## config.mk

```make
export PLATFORM = sky130hd
export DESIGN_NAME = cla_seq_adder
export DESIGN_NICKNAME = d
export VERILOG_FILES = /design/src/rtl/cla_seq_adder_pkg.sv /design/src/rtl/cla_seq_adder_cla4_slice.sv /design/src/rtl/cla_seq_adder.sv
export SDC_FILE = /design/constraint.sdc
export NUM_CORES = 1
export LEC_CHECK = 0
export CAP_MARGIN = 20
export CORE_MARGIN = 3
export CORE_UTILIZATION = 62
export DETAILED_ROUTE_END_ITERATION = 10
export DONT_BUFFER_PORTS = 1
export GPL_TIMING_DRIVEN = 0
export HOLD_SLACK_MARGIN = 0.15
export PLACE_DENSITY = 0.81
export SLEW_MARGIN = 20
export SYNTH_ARGS = -nofsm -noshare
export SYNTH_HDL_FRONTEND = slang
export SYNTH_SLANG_ARGS = --single-unit
```

## constraint.sdc

```tcl
create_clock -name clk -period 3.25 [get_ports clk]
set_clock_uncertainty 0.2 [all_clocks]
set_input_delay 0.325 -clock clk [delete_from_list [all_inputs] [get_ports clk]]
set_output_delay 0.325 -clock clk [all_outputs]
set_load 0.005 [all_outputs]
```

## src/rtl/cla_seq_adder_pkg.sv

```systemverilog
// Shared definitions for the nibble-serial carry-lookahead adder.
// FSM state encoding and the slice width used by cla_seq_adder and cla4_slice.
package cla_seq_adder_pkg;

  localparam int unsigned NIBBLE_W = 4;

  typedef enum logic [1:0] {
    StIdle = 2'b00,
    StRun  = 2'b01,
    StDone = 2'b10
  } state_e;

endpackage

```

## src/rtl/cla_seq_adder_cla4_slice.sv

```systemverilog
// Purely combinational 4-bit carry-lookahead slice: sum, carry into bit 3,
// carry out, and the group propagate/generate terms.
module cla4_slice
  import cla_seq_adder_pkg::*;
(
  input  logic [NIBBLE_W-1:0] a_i,
  input  logic [NIBBLE_W-1:0] b_i,
  input  logic                cin_i,
  output logic [NIBBLE_W-1:0] s_o,
  output logic                c3_o,
  output logic                cout_o,
  output logic                p_o,
  output logic                g_o
);

  logic [NIBBLE_W-1:0] pb;
  logic [NIBBLE_W-1:0] gb;
  logic [NIBBLE_W:0]   c;

  always_comb begin
    pb = a_i ^ b_i;
    gb = a_i & b_i;

    // c[i] is the carry into bit i, fully expanded from cin_i.
    c[0] = cin_i;
    c[1] = gb[0] | (pb[0] & cin_i);
    c[2] = gb[1] | (pb[1] & gb[0]) | (pb[1] & pb[0] & cin_i);
    c[3] = gb[2] | (pb[2] & gb[1]) | (pb[2] & pb[1] & gb[0])
         | (pb[2] & pb[1] & pb[0] & cin_i);

    p_o  = &pb;
    g_o  = gb[3] | (pb[3] & gb[2]) | (pb[3] & pb[2] & gb[1])
         | (pb[3] & pb[2] & pb[1] & gb[0]);
    c[4] = g_o | (p_o & cin_i);

    s_o    = pb ^ c[NIBBLE_W-1:0];
    c3_o   = c[3];
    cout_o = c[4];
  end

endmodule

```

## src/rtl/cla_seq_adder.sv

```systemverilog
// Sequential adder that runs one 4-bit lookahead slice over the operands, one nibble
// per cycle. Define CLA_SEQ_SUB_EN to add the sub port (A - B via inverted B, carry-in 1).
module cla_seq_adder
  import cla_seq_adder_pkg::*;
#(
  parameter  int unsigned WIDTH = 16,
  localparam int unsigned NIB   = WIDTH / NIBBLE_W
) (
  input  logic             clk,
  input  logic             rst,
  input  logic             start,
  input  logic [WIDTH-1:0] a,
  input  logic [WIDTH-1:0] b,
  input  logic             cin,
`ifdef CLA_SEQ_SUB_EN
  input  logic             sub,
`endif
  output logic             ready,
  output logic             busy,
  output logic             done,
  output logic [WIDTH-1:0] sum,
  output logic             cout,
  output logic             ovf,
  output logic             prop
);

  localparam int unsigned IdxW = (NIB > 1) ? $clog2(NIB) : 1;
  localparam logic [IdxW-1:0] LastIdx = IdxW'(NIB - 1);

  state_e           state_q, state_d;
  logic [WIDTH-1:0] a_q, a_d;
  logic [WIDTH-1:0] b_q, b_d;
  logic [WIDTH-1:0] sum_q, sum_d;
  logic [IdxW-1:0]  idx_q, idx_d;
  logic             carry_q, carry_d;
  logic             prop_acc_q, prop_acc_d;
  logic             cout_q, cout_d;
  logic             c_msb_q, c_msb_d;
  logic             prop_q, prop_d;
`ifdef CLA_SEQ_SUB_EN
  logic             sub_q, sub_d;
`endif

  logic [IdxW+1:0]     base;
  logic [NIBBLE_W-1:0] a_nib;
  logic [NIBBLE_W-1:0] b_nib;
  logic [NIBBLE_W-1:0] slice_s;
  logic                slice_c3;
  logic                slice_cout;
  logic                slice_p;
  logic                slice_g;

  always_comb begin
    base  = {idx_q, 2'b00};
    a_nib = a_q[base +: NIBBLE_W];
`ifdef CLA_SEQ_SUB_EN
    b_nib = b_q[base +: NIBBLE_W] ^ {NIBBLE_W{sub_q}};
`else
    b_nib = b_q[base +: NIBBLE_W];
`endif
  end

  cla4_slice u_slice (
    .a_i    (a_nib),
    .b_i    (b_nib),
    .cin_i  (carry_q),
    .s_o    (slice_s),
    .c3_o   (slice_c3),
    .cout_o (slice_cout),
    .p_o    (slice_p),
    .g_o    (slice_g)
  );

  always_comb begin
    state_d    = state_q;
    a_d        = a_q;
    b_d        = b_q;
    sum_d      = sum_q;
    idx_d      = idx_q;
    carry_d    = carry_q;
    prop_acc_d = prop_acc_q;
    cout_d     = cout_q;
    c_msb_d    = c_msb_q;
    prop_d     = prop_q;
`ifdef CLA_SEQ_SUB_EN
    sub_d      = sub_q;
`endif

    unique case (state_q)
      StIdle: begin
        if (start) begin
          a_d        = a;
          b_d        = b;
`ifdef CLA_SEQ_SUB_EN
          sub_d      = sub;
          carry_d    = sub ? 1'b1 : cin;
`else
          carry_d    = cin;
`endif
          idx_d      = '0;
          sum_d      = '0;
          prop_acc_d = 1'b1;
          cout_d     = 1'b0;
          c_msb_d    = 1'b0;
          prop_d     = 1'b0;
          state_d    = StRun;
        end
      end
      StRun: begin
        sum_d[base +: NIBBLE_W] = slice_s;
        carry_d    = slice_cout;
        prop_acc_d = prop_acc_q & slice_p;
        idx_d      = idx_q + 1'b1;
        if (idx_q == LastIdx) begin
          // Final carry taken in group generate/propagate form.
          cout_d  = slice_g | (slice_p & carry_q);
          c_msb_d = slice_c3;
          prop_d  = prop_acc_q & slice_p;
          idx_d   = '0;
          state_d = StDone;
        end
      end
      StDone: begin
        state_d = StIdle;
      end
      default: begin
        state_d = StIdle;
      end
    endcase
  end

  always_ff @(posedge clk) begin
    if (rst) begin
      state_q    <= StIdle;
      a_q        <= '0;
      b_q        <= '0;
      sum_q      <= '0;
      idx_q      <= '0;
      carry_q    <= 1'b0;
      prop_acc_q <= 1'b0;
      cout_q     <= 1'b0;
      c_msb_q    <= 1'b0;
      prop_q     <= 1'b0;
`ifdef CLA_SEQ_SUB_EN
      sub_q      <= 1'b0;
`endif
    end else begin
      state_q    <= state_d;
      a_q        <= a_d;
      b_q        <= b_d;
      sum_q      <= sum_d;
      idx_q      <= idx_d;
      carry_q    <= carry_d;
      prop_acc_q <= prop_acc_d;
      cout_q     <= cout_d;
      c_msb_q    <= c_msb_d;
      prop_q     <= prop_d;
`ifdef CLA_SEQ_SUB_EN
      sub_q      <= sub_d;
`endif
    end
  end

  always_comb begin
    ready = (state_q == StIdle);
    busy  = (state_q == StRun);
    done  = (state_q == StDone);
    sum   = sum_q;
    cout  = cout_q;
    ovf   = c_msb_q ^ cout_q;
    prop  = prop_q;
  end

endmodule

```

* After elaboration in Yosys (flattened, before gate mapping)
Index checks and enable logic that the tools add are counted.
Cells by class: add/sub/neg operators 2, multiply operators 0, divide/modulo/power cells 0, magnitude comparators 0, eq/ne operators 5, shift operators 4, muxes and demuxes 20, bitwise logic cells 30, reductions and logical operators 7
Operator list (number):
- one-hot mux 16 bit (2 select lines) | 1
- variable part select 16 x 5 -> 4 bit | 2
- bitwise AND 1 bit | 16
- bitwise mux 16 bit | 1
- two-way mux 16 bit | 1
- variable shift 4 x 6 -> 16 bit, first input constant | 1
- variable part select 4 x 6 -> 16 bit | 1
- OR 1 bit | 10
- one-hot mux 1 bit (2 select lines) | 5
- two-way mux 2 bit | 4
- one-hot mux 2 bit (2 select lines) | 2
- bitwise XOR 4 bit | 2
- two-way mux 1 bit | 6
- negator 4 -> 6 bit | 1
- AND reduction 2 bit | 3
- bitwise AND 4 bit | 1
- == test 2 bit, second input constant | 2
- AND reduction 4 bit | 1
- AND reduction 3 bit | 1
- adder 2 x 1 -> 2 bit, second input constant | 1
- == test 2 x 1 -> 1 bit, second input constant | 1
- zero test 2 bit | 1
- inequality test 2 x 1 -> 1 bit, second input constant | 1
- inequality test 2 bit, second input constant | 1
- other kinds (2) | 2
Word-level totals: register bits 57, bits in latches 0, bits in writable memories 0, memory bits (read-only) 0, input bits 36, output and inout bits 22, logic and storage cells 78, memories kept 0

* Longest topological paths before layout
Gate-level depths: netlist of the first run.
word-level depth 10, mapped depth 7, mapped depth without buffers 6

* By module
A second synthesis of the first run with hierarchy kept.
Second synthesis, totals: cell total of the unflattened synthesis 280, area total of the unflattened synthesis 2641.3 µm²
Modules (own cells, without submodules):
- cla_seq_adder | instances 1, cells an instance 258, area each 2458.6 µm², seq. area each 1141.1 µm²
- cla4_slice | instances 1, cells an instance 22, area each 182.7 µm², seq. area each 0.0 µm²

* Worst setup path before layout of the first run
OpenSTA, ideal clock, no wires.
path kind reg-to-reg, start point register idx_q[0], end point register carry_q, setup time 0.129 ns, arrival 2.480 ns, required time 2.921 ns, setup slack 0.441 ns, cell stages (with the launch flop) 8, path buffers 1, clock period less this slack 2.809 ns, cells stage by stage dfxtp_1 -> buf_2 -> mux4_2 -> ha_1 -> a211o_1 -> a31o_2 -> a211oi_1 -> nor3_2
On the way: word-level cells in the longest chain between the ends 8, elaborated cells on any way between the ends 16, classes of those cells shift (2); mux (1); bitwise (12); reduce/logical (1)
Ends and longest elaborated chain:
- start, declared | line cla_seq_adder.sv:34 | logic [IdxW-1:0] idx_q, idx_d;
- start signal, assigned | line cla_seq_adder.sv:152 | idx_q <= idx_d;
- variable part select 16 x 5 -> 4 bit, on equally long branches | line cla_seq_adder.sv:55, cla_seq_adder.sv:59
- bitwise XOR 4 bit or bitwise AND 4 bit (tied branches) | line cla_seq_adder_cla4_slice.sv:21, cla_seq_adder_cla4_slice.sv:22
- bitwise AND 1 bit, on equally long branches | line cla_seq_adder_cla4_slice.sv:32, cla_seq_adder_cla4_slice.sv:33
- OR 1 bit (tied with other cells) | line cla_seq_adder_cla4_slice.sv:32 | g_o = gb[3] | (pb[3] & gb[2]) | (pb[3] & pb[2] & gb[1])
- OR 1 bit or bitwise AND 1 bit (tied branches) | line cla_seq_adder_cla4_slice.sv:32, cla_seq_adder_cla4_slice.sv:33
- OR 1 bit | line cla_seq_adder_cla4_slice.sv:33 | | (pb[3] & pb[2] & pb[1] & gb[0]);
- OR 1 bit (*) | line cla_seq_adder_cla4_slice.sv:34 | c[4] = g_o | (p_o & cin_i);
- one-hot mux 1 bit (2 select lines) (*) | line cla_seq_adder.sv:89 | unique case (state_q)
- end signal, assigned | line cla_seq_adder.sv:153 | carry_q <= carry_d;
- end, declared | line cla_seq_adder.sv:35 | logic carry_q, carry_d;
Mark *: on every way between the ends. The rest lies on a longest branch, timed or not. A chain may end at the register's enable or synchronous reset.

* Final worst setup path of the first run
start point register idx_q[0], end point register sum_q[7] (netlist: sum[7])
On the way: word-level cells in the longest chain between the ends 10, elaborated cells on any way between the ends 25, classes of those cells add/sub (1); shift (4); mux (2); bitwise (18)
Ends and longest elaborated chain:
- variable part select 16 x 5 -> 4 bit, on equally long branches | line cla_seq_adder.sv:55, cla_seq_adder.sv:59
- bitwise XOR 4 bit or bitwise AND 4 bit (tied branches) | line cla_seq_adder_cla4_slice.sv:21, cla_seq_adder_cla4_slice.sv:22
- bitwise AND 1 bit, on equally long branches | line cla_seq_adder_cla4_slice.sv:28, cla_seq_adder_cla4_slice.sv:29
- OR 1 bit (tied with other cells) | line cla_seq_adder_cla4_slice.sv:28 | c[3] = gb[2] | (pb[2] & gb[1]) | (pb[2] & pb[1] & gb[0])
- OR 1 bit or bitwise AND 1 bit (tied branches) | line cla_seq_adder_cla4_slice.sv:28, cla_seq_adder_cla4_slice.sv:29
- OR 1 bit | line cla_seq_adder_cla4_slice.sv:29 | | (pb[2] & pb[1] & pb[0] & cin_i);
- bitwise XOR 4 bit | line cla_seq_adder_cla4_slice.sv:36 | s_o = pb ^ c[NIBBLE_W-1:0];
- variable part select 4 x 6 -> 16 bit | line cla_seq_adder.sv:110 | sum_d[base +: NIBBLE_W] = slice_s;
- bitwise mux 16 bit (*) | line cla_seq_adder.sv:110
- one-hot mux 16 bit (2 select lines) (*) | line cla_seq_adder.sv:89
- end signal, assigned | line cla_seq_adder.sv:151 | sum_q <= sum_d;
- end, declared | line cla_seq_adder.sv:33 | logic [WIDTH-1:0] sum_q, sum_d;
Marks and branches as above.

==> impl_metrics.csv, run 1 <==
group,metric,value,unit
outcome,outcome,"finished, final reports clean",
floorplan,dieArea,4970,um2
placement,gp_congestion,0.818,
yosys,yosysTopAreaCell,"dfxtp_1",
setup_path,ff2ff_path_depth,7,
drt,vias,2285,
yosys,synthSimpleGateAreaFrac,21.3,%
hold_path,holdPathStages,4,
placement,port_buffers,0,
sta,layout_setup_ws,158,ps
sta,tightest_slew,575,ps
clocking,numCtsBuffers,9,
yosys,synth_area_leaders,"dfxtp_1 (44%), nand2_1 (11%), a21oi_1 (7.4%), mux4_2 (7.0%), ha_1 (4.4%)",
drt,drt-total-wl,6700,um
cells_and_area,final_cell_area,3180,um2
clocking,root_buffer,"clkbuf_8",
yosys,yosys_warnings,0,
global_routing,grt_pass1_vias,2224,
placement,hpwl,4200,um
sta,grt_setup_unrepaired,"false",
pwr,ir_drop,0.500,mV
cells_and_area,nNetsFinal,380,
floorplan,core-area,3830,um2
cells_and_area,antenna_cells,0,
yosys,synth_top_family_by_area,"simple AND/OR/NAND/NOR gates",
yosys,ys_seq_area_share,44.3,%
drt,drcViolationCount,0,
global_routing,grt_max_degree,11,
flow_run,drv_cap,0,
pwr,p_per_area,524,nW/um2
yosys,ys_async_sr_fraction,0,%
floorplan,fp.dieH,70.5,um
cells_and_area,drive_above_1_share,13.3,%
yosys,synthXorXnorAreaFrac,1.31,%
floorplan,die_w,70.5,um
hold_path,hp-class,"primary input to register",
clocking,clkTransAtPathRegs,70,ps
setup_path,cp_max_fo,10,
global_routing,antenna_found_initial,0,
clocking,cts.sinks,57,
sta,fin_crit_sh,95.1,%
yosys,synth_area,2580,um2
drt,ant_nets,0,
drt,drtIter0Drc,164,
drt,wire_per_inst,17.3,um
sta,hold_viol_final,0,
sta,slew_headroom,61.6,%
yosys,synthMuxAreaShare,7.42,%
yosys,synth_top_area_share,44.3,%
global_routing,grtUsageTotal,28.5,%
yosys,synth_flop_cell,"dfxtp_1",
global_routing,grt_pass1_wl,10800,um
yosys,syn_nets,336,
sta,setup_violations,0,
setup_path,startpoint_type,"register",
sta,maxSlewViolCount,0,
placement,placed_cell_area,2640,um2
yosys,synth-compound-area-share,16.0,%
floorplan,io_pins,58,
pwr,power,0.00167,W
clocking,cts_tree,"built",
drt,viasPerCell,5.90,
yosys,synth_cells,290,
setup_path,cp-end-kind,"register",
placement,dp_slack,110,ps
yosys,synth_edf_count,0,
clocking,h-tree-depth,3,
cells_and_area,area_growth,23.2,%
yosys,synth_cell_type_count,44,
global_routing,overflow,0,
floorplan,start_util,67.4,%
clocking,clk_latency,350,ps
setup_path,crit_required,3260,ps
setup_path,path_class,"register to register",
floorplan,rows,22,
setup_path,cp.arrival,3110,ps
sta,setup-tns-final,0,ps
pwr,p_leak,1.24,nW
drt,drtPass1Iterations,4,
yosys,synth_seq_cells,57,
sta,fmax,323,MHz
clocking,clk_path_buf_depth,2,
sta,period_needed,3090,ps
yosys,postSynthAreaPerCell,8.89,um2
yosys,synth_fa_ha_area_share,5.14,%
==> cell usage after synthesis (2+ instances only) <==
cell / count
a211o_1: 2
a21o_1: 5
a21oi_1: 38
a22oi_1: 8
a32oi_1: 4
buf_2: 9
buf_6: 2
clkbuf_1: 9
dfxtp_1: 57
ha_1: 9
inv_1: 3
mux4_2: 8
nand2_1: 75
nand2b_1: 3
nand3_1: 5
nand3b_1: 4
nor2_1: 17
o21ai_0: 3
o22ai_1: 2
or3b_1: 2
xor2_1: 2
==> cell type report <==
cell class              count  area [um2]
plain buffers              20         104
clock buffers              11         151
clock inverters             5        53.8
fillers                   227         649
inverters                   4        15.0
multi-input cells         209        1320
flip-flops and latches     57        1140
well taps                  48        60.1
repair buffers             33         330
==> what timing repair did <==
item	4_1_cts	5_1_grt
hold buffers	33	0
gates resized for setup	0	1
hold endpoints to repair	33	0
buffers inserted	0	0
setup endpoints to repair	0	3
==> worst paths after layout <==
path                          from                   end  slack, ps
max          idx_q[0]$_SDFFE_PP0P_   sum[7]$_SDFFE_PP0P_        160
min                          start  a_q[15]$_SDFFE_PP0P_        220
max reg2reg  idx_q[0]$_SDFFE_PP0P_   sum[7]$_SDFFE_PP0P_        160
min reg2reg    b_q[1]$_SDFFE_PP0P_   b_q[1]$_SDFFE_PP0P_        250
==> placed cells by master, fill, tap and decap left out, types with 2 or more instances in the layout <==
cell type	instances
o21ai_0	3
buf_6	2
a32oi_1	4
ha_1	9
buf_2	8
nand3_1	5
a21o_1	5
mux4_2	8
clkbuf_8	11
nand3b_1	4
dfxtp_1	57
inv_1	3
nand2b_1	3
clkbuf_1	9
xor2_1	2
clkinv_2	3
a211o_1	2
o22ai_1	2
a21oi_1	38
dlygate4sd3_1	33
nand2_1	75
a22oi_1	8
or3b_1	2
nor2_1	17
==> cells by family after synthesis <==
group / Yosys count
buffers and inverters: 24
AO/OA/AOI/OAI: 67
multiplexers: 9
XOR/XNOR: 3
flip-flops: 57
AND/OR/NAND/NOR: 120
adder cells (fa/ha/maj): 10
==> worst max-delay path: stages (launching register included) <==
cell and delay [ps]:
dfxtp_1 450, clkbuf_4 320, mux4_2 610, ha_1 360, a211o_1 310, a31o_2 300, xnor2_2 250, o21ai_0 150
==> per-stage QoR <==
stage | hold slack, ps | instances | utilization (%)
finish | 223 | 387 | 83.0
global placement | 239 | 338 | 69.0
CTS | 198 | 387 | 83.0
global route | 236 | 387 | 83.0
floorplan | 233 | 290 | -
detailed placement | 244 | 338 | 69.0
==> report_power, final <==
| part | internal [W] | switching (W) | total (W) |
|---|---|---|---|
| Sequential | 0.000730 | 0.0000197 | 0.000750 |
| Combinational | 0.000105 | 0.000136 | 0.000242 |
| Clock | 0.000392 | 0.000281 | 0.000673 |
| Total | 0.00123 | 0.000437 | 0.00167 |
==> routing by layer <==
metal  track usage (%)  share of wire (%)
met2              47.7                 51
met4              8.72                1.6
met1              33.5                 39
met3              10.9                8.6
met5                 0                  0
==> flip-flops by register name, indices dropped and copies added, names as in the netlist <==
signal,flops
prop,1
carry_q,1
c_msb_q,1
state_q,2
a_q,16
b_q,16
cout,1
idx_q,2
sum,16
prop_acc_q,1
Note: power is estimated with default switching activity, not from simulation.
==> inputs of run 2 (changes only) <==
SYNTH_HIERARCHICAL = 1   (was unset)
==> impl_metrics.csv, run 2 <==
group,metric,value,unit
cells_and_area,nNetsFinal,374,
floorplan,io_pins,58,
pwr,combPwrFrac,15.1,%
setup_path,path_class,"register to register",
global_routing,grt_max_degree,11,
floorplan,start_util,65.1,%
cells_and_area,final_cell_mix,"nand2_1 (68), dfxtp_1 (56), a21oi_1 (41)",
flow_run,drv_cap,0,
setup_path,cp.arrival,3120,ps
pwr,p_sw_share,26.2,%
yosys,synth_common_cells,"nand2_1 (68), dfxtp_1 (57), a21oi_1 (41), inv_1 (13), a22o_1 (12)",
sta,slew_headroom,58.9,%
drt,wire_per_inst,17.1,um
setup_path,crit_required,3310,ps
pwr,seqPwrFrac,47.8,%
pwr,clkPwrFrac,37.1,%
sta,tightest_slew,616,ps
yosys,synthXorXnorAreaFrac,1.33,%
drt,drt-total-wl,6530,um
global_routing,overflow,0,
yosys,synth_top_family_by_area,"simple AND/OR/NAND/NOR gates",
sta,fin_crit_sh,94.1,%
pwr,p_per_area,486,nW/um2
drt,drcViolationCount,0,
sta,setup_violations,0,
clocking,numCtsBuffers,9,
yosys,synthSimpleGateAreaFrac,18.7,%
placement,dp_slack,83.6,ps
drt,wl_met2,3320,um
cells_and_area,drive_above_1_share,13.9,%
clocking,clk_path_buf_depth,2,
drt,ant_nets,0,
setup_path,cp_max_fo,10,
sta,layout_setup_ws,191,ps
sta,period_needed,3060,ps
yosys,synth_area,2640,um2
yosys,synthMuxAreaShare,8.91,%
yosys,synth_cell_type_count,43,
pwr,p_int,0.00116,W
yosys,yosys_warnings,6,
setup_path,startpoint_type,"register",
yosys,yosysMostFrequentCell,"nand2_1",
sta,hold_viol_final,0,
cells_and_area,antenna_cells,0,
drt,highest_layer,"met4",
drt,drtIter0Drc,137,
drt,viasPerCell,5.81,
sta,hold_slack,183,ps
cells_and_area,multi_input_area,1340,um2
global_routing,grtUsageTotal,27.7,%
drt,drt-met1-wl,2550,um
yosys,synth_edf_count,0,
cells_and_area,area_growth,22.7,%
yosys,synth_seq_cells,57,
yosys,synth_area_leaders,"dfxtp_1 (43%), nand2_1 (9.7%), a21oi_1 (7.8%), mux4_2 (6.8%), ha_1 (4.7%)",
global_routing,grt_pass1_wl,10800,um
yosys,synth_cells,280,
yosys,ys_seq_area_share,43.2,%
yosys,syn_nets,327,
placement,port_buffers,0,
setup_path,cp-end-kind,"register",
global_routing,grt_pass1_vias,2253,
drt,drtPass1Iterations,4,
clocking,cts.sinks,57,
clocking,cts_tree,"built",
clocking,h-tree-depth,3,
clocking,clkTransAtPathRegs,60,ps
floorplan,rows,23,
drt,vias,2220,
drt,routed-wl-met3,513,um
outcome,outcome,"finished, final reports clean",
placement,placed_cell_area,2700,um2
pwr,p_leak,1.30,nW
global_routing,antenna_found_initial,0,
placement,gp_congestion,0.829,
placement,hpwl,4160,um
clocking,clk_latency,340,ps
yosys,ys_async_sr_fraction,0,%
yosys,synth_top_area_share,43.2,%
hold_path,hp-class,"primary input to register",
floorplan,fp.dieH,71.3,um
pwr,ir_drop,0.378,mV
yosys,synth_fa_ha_area_share,5.50,%
floorplan,core-area,4060,um2
cells_and_area,nFillCells,264,
pwr,switching_power,0.000413,W
floorplan,die_w,71.3,um
sta,setup-tns-final,0,ps
yosys,synth_flop_cell,"dfxtp_1",
yosys,postSynthAreaPerCell,9.43,um2
floorplan,dieArea,5080,um2
cells_and_area,regArea,1140,um2
sta,grt_setup_unrepaired,"false",
sta,maxSlewViolCount,0,
yosys,yosysTopAreaCell,"dfxtp_1",
cells_and_area,final_common_cell,"nand2_1",
clocking,root_buffer,"clkbuf_8",
sta,fmax,327,MHz
cells_and_area,final_cell_area,3240,um2
yosys,synth-compound-area-share,16.3,%
[run 2: cell count changes in the layout (fill, tap and decap cells not counted), moves of 4 or more]
cell | previous run | this run
nor2_1 | 17 | 5
a32oi_1 | 4 | 0
buf_2 | 8 | 4
inv_1 | 3 | 13
a22oi_1 | 8 | 0
a22o_1 | 0 | 12
nand2_1 | 75 | 68
[run 2: kinds of logic after synthesis]
family          after synthesis
simple gates                 98
compound gates               68
flops                        57
buf+inv                      29
mux                          13
fa+ha+maj                    11
xor+xnor                      4
[run 2: final cells by class]
cell class              instances  area share (%)
plain buffers                  16            3.40
clock buffers                  14            5.02
clock inverters                 2           0.386
inverters                      13            1.51
multi-input cells             194            41.4
flip-flops and latches         57            35.3
well taps                      50            1.93
repair buffers                 36            11.1
[run 2: repair_timing]
| action | in CTS | in global routing |
|---|---|---|
| endpoints found under the hold margin | 38 | 0 |
| resized for setup | 0 | 1 |
| hold buffers | 36 | 0 |
| setup buffers | 0 | 0 |
| setup endpoints to repair | 0 | 7 |
[run 2: through the flow]
| step | total power (W) | utilization [%] | cells |
|---|---|---|---|
| floorplan | 0.000917 | - | 280 |
| global placement | 0.000954 | 66.6 | 330 |
| detailed placement | 0.000962 | 66.6 | 330 |
| CTS | 0.00157 | 79.8 | 382 |
| global route | 0.00164 | 79.9 | 382 |
| finish | 0.00157 | 79.9 | 382 |
[run 2: path summary, 6_finish.rpt]
| check | slack [ps] | cells past startpoint | start | end |
|---|---|---|---|---|
| setup / recovery | 190 | 9 | idx_q[1]$_SDFFE_PP0P_ | sum[14]$_SDFFE_PP0P_ |
| hold / removal | 180 | 3 | rst | sum[13]$_SDFFE_PP0P_ |
| setup reg to reg | 190 | 9 | idx_q[1]$_SDFFE_PP0P_ | sum[14]$_SDFFE_PP0P_ |
| hold reg to reg | 250 | 2 | a_q[15]$_SDFFE_PP0P_ | a_q[15]$_SDFFE_PP0P_ |
[run 2: critical path, stage by stage (launching register included)]
cell	delay, ps
dfxtp_1	390
clkbuf_1	500
mux4_2	440
ha_1	340
a21o_1	180
a21oi_1	190
xnor2_1	170
nor2b_1	360
inv_1	80
o2bb2ai_1	140
[run 2: power groups by stage]
stage	combinational [W]	sequential, W	clock (W)
2_1_floorplan	0.000157	0.000760	0
3_3_place_gp	0.000189	0.000765	0
3_5_place_dp	0.000195	0.000767	0
4_1_cts	0.000231	0.000752	0.000587
5_1_grt	0.000262	0.000756	0.000621
6_report	0.000237	0.000753	0.000584
[run 2: routing by layer]
metal	up-vias	track usage, %
met5	-	0
met4	0	15.0
met3	18	7.15
met2	97	47.7
met1	1040	31.2
li1	1065	-
